## config.mk

```make
export PLATFORM = sky130hd
export DESIGN_NAME = tug_field
export DESIGN_NICKNAME = d
export VERILOG_FILES = /design/src/rtl/tug_pkg.sv /design/src/rtl/tug_press_detect.sv /design/src/rtl/tug_field.sv
export SDC_FILE = /design/constraint.sdc
export NUM_CORES = 1
export LEC_CHECK = 0
export ABC_CLOCK_PERIOD_IN_PS = 2210
export CAP_MARGIN = 30
export CORE_MARGIN = 3
export CORE_UTILIZATION = 45
export DETAILED_ROUTE_END_ITERATION = 10
export PLACE_DENSITY = 0.74
export SYNTH_ARGS = -nofsm -noshare
export SYNTH_HDL_FRONTEND = slang
export SYNTH_SLANG_ARGS = --single-unit
```

## constraint.sdc

```tcl
create_clock -name clk -period 2.21 [get_ports clk]
set_clock_uncertainty 0.15 [all_clocks]
set_input_delay 0.5525 -clock clk [delete_from_list [all_inputs] [get_ports clk]]
set_output_delay 0.5525 -clock clk [all_outputs]
set_load 0.01 [all_outputs]
```

## src/rtl/tug_pkg.sv

```systemverilog
// Shared types and helpers for the tug-of-war playfield engine.
package tug_pkg;

    typedef enum logic [1:0] {
        PLAY,
        WIN_L,
        WIN_R
    } tug_state_t;

    function automatic int unsigned center(input int unsigned n);
        return (n - 1) / 2;
    endfunction

endpackage

```

## src/rtl/tug_press_detect.sv

```systemverilog
// Single-key rising-edge detector: combinational rise for the FSM, registered one-cycle press pulse.
// prev resets high so a key held through reset must be released before it counts.
module tug_press_detect (
    input  logic clk,
    input  logic reset,
    input  logic key_i,
    input  logic clr_i,
    output logic rise_o,
    output logic press_o
);

    logic prev_q, prev_d;
    logic press_q, press_d;

    assign rise_o  = key_i & ~prev_q;
    assign press_o = press_q;

    always_comb begin
        prev_d  = clr_i ? 1'b1 : key_i;
        press_d = rise_o;
    end

    always_ff @(posedge clk) begin
        if (!reset) begin
            prev_q  <= 1'b1;
            press_q <= 1'b0;
        end else begin
            prev_q  <= prev_d;
            press_q <= press_d;
        end
    end

endmodule

```

## src/rtl/tug_field.sv

```systemverilog
// Tug-of-war playfield: moves one lit LED on key presses and declares the winner.
// Define TUG_AUTORESTART_EN to return to play RESTART_CYCLES cycles after a win.
module tug_field
    import tug_pkg::*;
#(
    parameter int unsigned N_LIGHTS       = 9,
    parameter int unsigned RESTART_CYCLES = 16
) (
    input  logic                clk,
    input  logic                reset,
    input  logic                key_l,
    input  logic                key_r,
    output logic [N_LIGHTS-1:0] leds,
    output logic                edge_l,
    output logic                edge_r,
    output logic                press_l,
    output logic                press_r,
    output logic                win_l,
    output logic                win_r
);

    localparam int unsigned PosW = $clog2(N_LIGHTS);
    localparam logic [PosW-1:0] PosMax = PosW'(N_LIGHTS - 1);
    localparam logic [PosW-1:0] PosCenter = PosW'(center(N_LIGHTS));
    localparam logic [N_LIGHTS-1:0] LedOne = N_LIGHTS'(1);
    localparam logic [N_LIGHTS-1:0] LedsReset = LedOne << PosCenter;

    if (N_LIGHTS < 3 || (N_LIGHTS % 2) == 0 || RESTART_CYCLES < 1) begin : g_param_check
        $error("tug_field: N_LIGHTS must be odd and >= 3, RESTART_CYCLES >= 1");
    end

    tug_state_t          state_q, state_d;
    logic [PosW-1:0]     pos_q, pos_d;
    logic [N_LIGHTS-1:0] leds_q, leds_d;
    logic                edge_l_q, edge_l_d;
    logic                edge_r_q, edge_r_d;
    logic                win_l_q, win_l_d;
    logic                win_r_q, win_r_d;
    logic                rise_l, rise_r;
    logic                restart;

`ifdef TUG_AUTORESTART_EN
    localparam int unsigned CntW = (RESTART_CYCLES > 1) ? $clog2(RESTART_CYCLES) : 1;
    localparam logic [CntW-1:0] CntLoad = CntW'(RESTART_CYCLES - 1);
    logic [CntW-1:0] cnt_q, cnt_d;
`endif

    tug_press_detect u_press_l (
        .clk     (clk),
        .reset   (reset),
        .key_i   (key_l),
        .clr_i   (restart),
        .rise_o  (rise_l),
        .press_o (press_l)
    );

    tug_press_detect u_press_r (
        .clk     (clk),
        .reset   (reset),
        .key_i   (key_r),
        .clr_i   (restart),
        .rise_o  (rise_r),
        .press_o (press_r)
    );

    always_comb begin
        state_d = state_q;
        pos_d   = pos_q;
        restart = 1'b0;
`ifdef TUG_AUTORESTART_EN
        cnt_d   = cnt_q;
`endif
        unique case (state_q)
            PLAY: begin
                // Simultaneous rises cancel out.
                if (rise_l && !rise_r) begin
                    if (pos_q == PosMax) state_d = WIN_L;
                    else                 pos_d   = pos_q + 1'b1;
                end else if (rise_r && !rise_l) begin
                    if (pos_q == '0) state_d = WIN_R;
                    else             pos_d   = pos_q - 1'b1;
                end
            end
            WIN_L, WIN_R: begin
`ifdef TUG_AUTORESTART_EN
                if (cnt_q == '0) begin
                    restart = 1'b1;
                    state_d = PLAY;
                    pos_d   = PosCenter;
                end else begin
                    cnt_d = cnt_q - 1'b1;
                end
`endif
            end
            default: begin
                state_d = PLAY;
                pos_d   = PosCenter;
            end
        endcase
`ifdef TUG_AUTORESTART_EN
        if (state_q == PLAY && state_d != PLAY) cnt_d = CntLoad;
`endif
        // Outputs are registered from next state so win and LED clear share an edge.
        leds_d   = (state_d == PLAY) ? (LedOne << pos_d) : '0;
        edge_l_d = leds_d[N_LIGHTS-1];
        edge_r_d = leds_d[0];
        win_l_d  = (state_d == WIN_L);
        win_r_d  = (state_d == WIN_R);
    end

    always_ff @(posedge clk) begin
        if (!reset) begin
            state_q  <= PLAY;
            pos_q    <= PosCenter;
            leds_q   <= LedsReset;
            edge_l_q <= 1'b0;
            edge_r_q <= 1'b0;
            win_l_q  <= 1'b0;
            win_r_q  <= 1'b0;
`ifdef TUG_AUTORESTART_EN
            cnt_q    <= '0;
`endif
        end else begin
            state_q  <= state_d;
            pos_q    <= pos_d;
            leds_q   <= leds_d;
            edge_l_q <= edge_l_d;
            edge_r_q <= edge_r_d;
            win_l_q  <= win_l_d;
            win_r_q  <= win_r_d;
`ifdef TUG_AUTORESTART_EN
            cnt_q    <= cnt_d;
`endif
        end
    end

    assign leds   = leds_q;
    assign edge_l = edge_l_q;
    assign edge_r = edge_r_q;
    assign win_l  = win_l_q;
    assign win_r  = win_r_q;

endmodule

```

==> results_dict.tcl <==
set metrics [dict create \
    status "complete, but fails checks" \
    violations "negative setup slack" \
    htree_levels 1 \
    path_clk_slew_ns 0.13 \
    diodes 0 \
    fin_hold_ws_ns 0.2972 \
    synth_top_area_share_pct 40.10 \
    hold_violations 0 \
    dr_total_vias 1144 \
    clock-root-buffer "clkbuf_4" \
    setup-tns-final_ns -0.06366 \
    fin_nets 185 \
    critPathLaunchType "flip-flop" \
    synth-main-ff-cell "dfxtp_1" \
    synth_fa_ha_area_share_pct 4.773 \
    numClockSinks 21 \
    yosysTopAreaCell "dfxtp_1" \
    clk_latency_ns 0.32 \
    ir_drop_mv 0.5337 \
    pwr-share-clk_pct 19.7 \
    power_density_mw_per_mm2 590.2 \
    cp.required_ns 2.27 \
    routed_wl_mm 3.382 \
    synth_warnings 0 \
    netlist_instances 116 \
    final_antenna_net_count 0 \
    yosysSeqAreaShare_pct 40.10 \
    power_mw 1.009 \
    dieArea_mm2 0.002945 \
    die_w_um 54.27 \
    muxShareOfSynthArea_pct 1.909 \
    setup_viol_count_final 4 \
    syn_area_per_cell_um2 9.039 \
    initial_core_util_pct 50.36 \
    p_int_mw 0.6806 \
    leakage_nw 0.7329 \
    remaining_drc_errors 0 \
    grt_max_degree 13 \
    grt.overflow.total 0 \
    portBuffers 18 \
    syn_area_mm2 0.001049 \
    hp-class "in2reg" \
    rsz0062_at_grt "true" \
    dr.pass1.iters 4 \
    cts_tree "done" \
    ys_top_cells_by_area "dfxtp_1, ha_1, nor2_1" \
    ys_types 41 \
    grt_use_total_pct 25.50 \
    detailedRoute.firstIterationViolations 33 \
    cap_violations 0 \
    fp.dieH_um 54.27 \
    clk_path_buf_depth 2 \
    area_growth_pct 63.01 \
    synth-xor-area-share_pct 0 \
    synth_top_family_by_area "simple AND/OR/NAND/NOR gates" \
    fin_crit_ns 2.254 \
    core_area_mm2 0.002082 \
    drive_gt1_share_pct 46.02 \
    grt_pass1_vias 1173 \
    fin_crit_sh_pct 102.0 \
    yosysMostFrequentCell "dfxtp_1" \
    synth_edf_count 0 \
    rows 16 \
    place_hpwl_mm 2.017 \
    synth_commonest_cells "dfxtp_1, nor2_1, inv_1, nand2b_1, and3_1" \
    power_frac_comb_pct 38.5 \
    cp_max_fo 5 \
    crit_slowest_cell "or3_1" \
    switching_share_pct 32.53 \
    fillCellCount 119 \
    post-route-cell-area_mm2 0.001709 \
    worst_pin_slew_ns 0.3929 \
    slew_headroom_pct 73.73 \
    dpl_cell_area_mm2 0.001409 \
    synth-seq-cells 21 \
    critPathKind "reg2reg" \
    viasPerCell 5.635 \
    antenna_found_initial 0 \
    wl_per_cell_um 16.66 \
    ios 19 \
    place_congestion 0.9188 \
    power.switching_mw 0.3282 \
    crit_path_end_kind "flip-flop" \
    cpPeakStageDelay_ns 0.38 \
    yosys.area_share.simple_pct 31.03 \
    grt_pass1_wl_mm 5.292 \
    arrival_ns 2.32 \
    fin_ws_ns -0.04443 \
    crit_chain "inv_2 -> ha_4 -> nand3b_1 -> and3_1 -> or3_1 -> a21oi_2 -> nor3_1 -> buf_4 -> a221o_1" \
    max_freq_mhz 443.6 \
    cts_buffers 3 \
    ctsHoldBuffers 0 \
    seqPwrFrac_pct 41.8 \
    async_flop_share_pct 0 \
    synth_nets 124 \
    synth-compound-area-share_pct 16.47 \
    slew_viol_final 0 \
]
## logic make-up after synthesis
group,Yosys count
compound gates,23
fa+ha+maj,4
buf+inv,12
flops,21
mux,2
simple gates,54
## power groups by stage
stage,Clock [mW],Sequential [mW],Combinational (mW)
CTS,0.205,0.419,0.348
floorplan,0,0.432,0.165
global placement,0,0.424,0.288
finish,0.199,0.422,0.388
detailed placement,0,0.425,0.293
global route,0.217,0.423,0.418
## state kept, by name, summed over array words and instances (netlist names)
| signal | flops |
|---|---|
| u_press_l.press_o | 1 |
| pos_q | 4 |
| leds | 9 |
| u_press_l.prev_q | 1 |
| win_r | 1 |
| u_press_r.press_o | 1 |
| u_press_r.prev_q | 1 |
| win_l | 1 |
| state_q | 2 |
## worst max-delay path: cells and delay by family, from the launching register on
family	cells	cell delay, ns
adders and majority gates	1	0.16
buffers and inverters	2	0.22
and+or+nand+nor	4	0.80
DFF	1	0.35
AOI/OAI and AO/OA	2	0.46
## final timing paths
| check | end | slack (ns) | startpoint | depth (start not counted) |
|---|---|---|---|---|
| min reg2reg | win_l | 0.48 | state_q[1] | 2 |
| min | u_press_l.prev_q | 0.30 | key_l | 2 |
| max | leds[4] | -0.04 | pos_q[0] | 9 |
| max reg2reg | leds[4] | -0.04 | pos_q[0] | 9 |
## cell usage in the layout (no fill, tap or decap), types with 3 or more instances in the layout
cell / n
buf_4: 41
dfxtp_1: 17
clkdlybuf4s50_1: 16
nor2_1: 8
inv_1: 5
nand2b_1: 5
and3_1: 5
nand2_1: 4
nor4b_2: 4
dfxtp_2: 4
nand3_1: 3
and2_1: 3
clkbuf_4: 3
## routing by layer
metal / track usage, % / vias to the layer above / wire length [um]
met3: 4.632 / 13 / 188
met1: 28.91 / 541 / 1368
met4: 15.77 / 0 / 126
met5: 0 / - / 0
li1: - / 539 / -
met2: 43.82 / 51 / 1699
## through the flow
stage | util, % | setup slack (ns) | instances
6_report | 82.09 | -0.04443 | 203
4_1_cts | 78.31 | -0.002635 | 200
2_1_floorplan | - | 0.01647 | 116
3_3_place_gp | 67.67 | -0.5645 | 178
3_5_place_dp | 67.67 | -0.5771 | 178
5_1_grt | 82.09 | -0.1596 | 203
## area by class of cell
class | instances | area (um^2) | share of cell area [%]
repair buffers | 61 | 500.5 | 29.28
clock buffers | 3 | 22.52 | 1.318
flip-flops and latches | 21 | 425.4 | 24.89
clock inverters | 1 | 5.005 | 0.2928
multi-input cells | 83 | 695.7 | 40.70
well taps | 27 | 33.78 | 1.977
inverters | 7 | 26.28 | 1.537
## what timing repair did
item                                   4_1_cts  5_1_grt
endpoints found under the hold margin        0        0
setup endpoints to repair                   10       10
buffers inserted                            18        3
gates cloned                                 0        0
pin swaps                                   10        9
gates resized for setup                     22       18
Power figures use the tool's default switching activity.
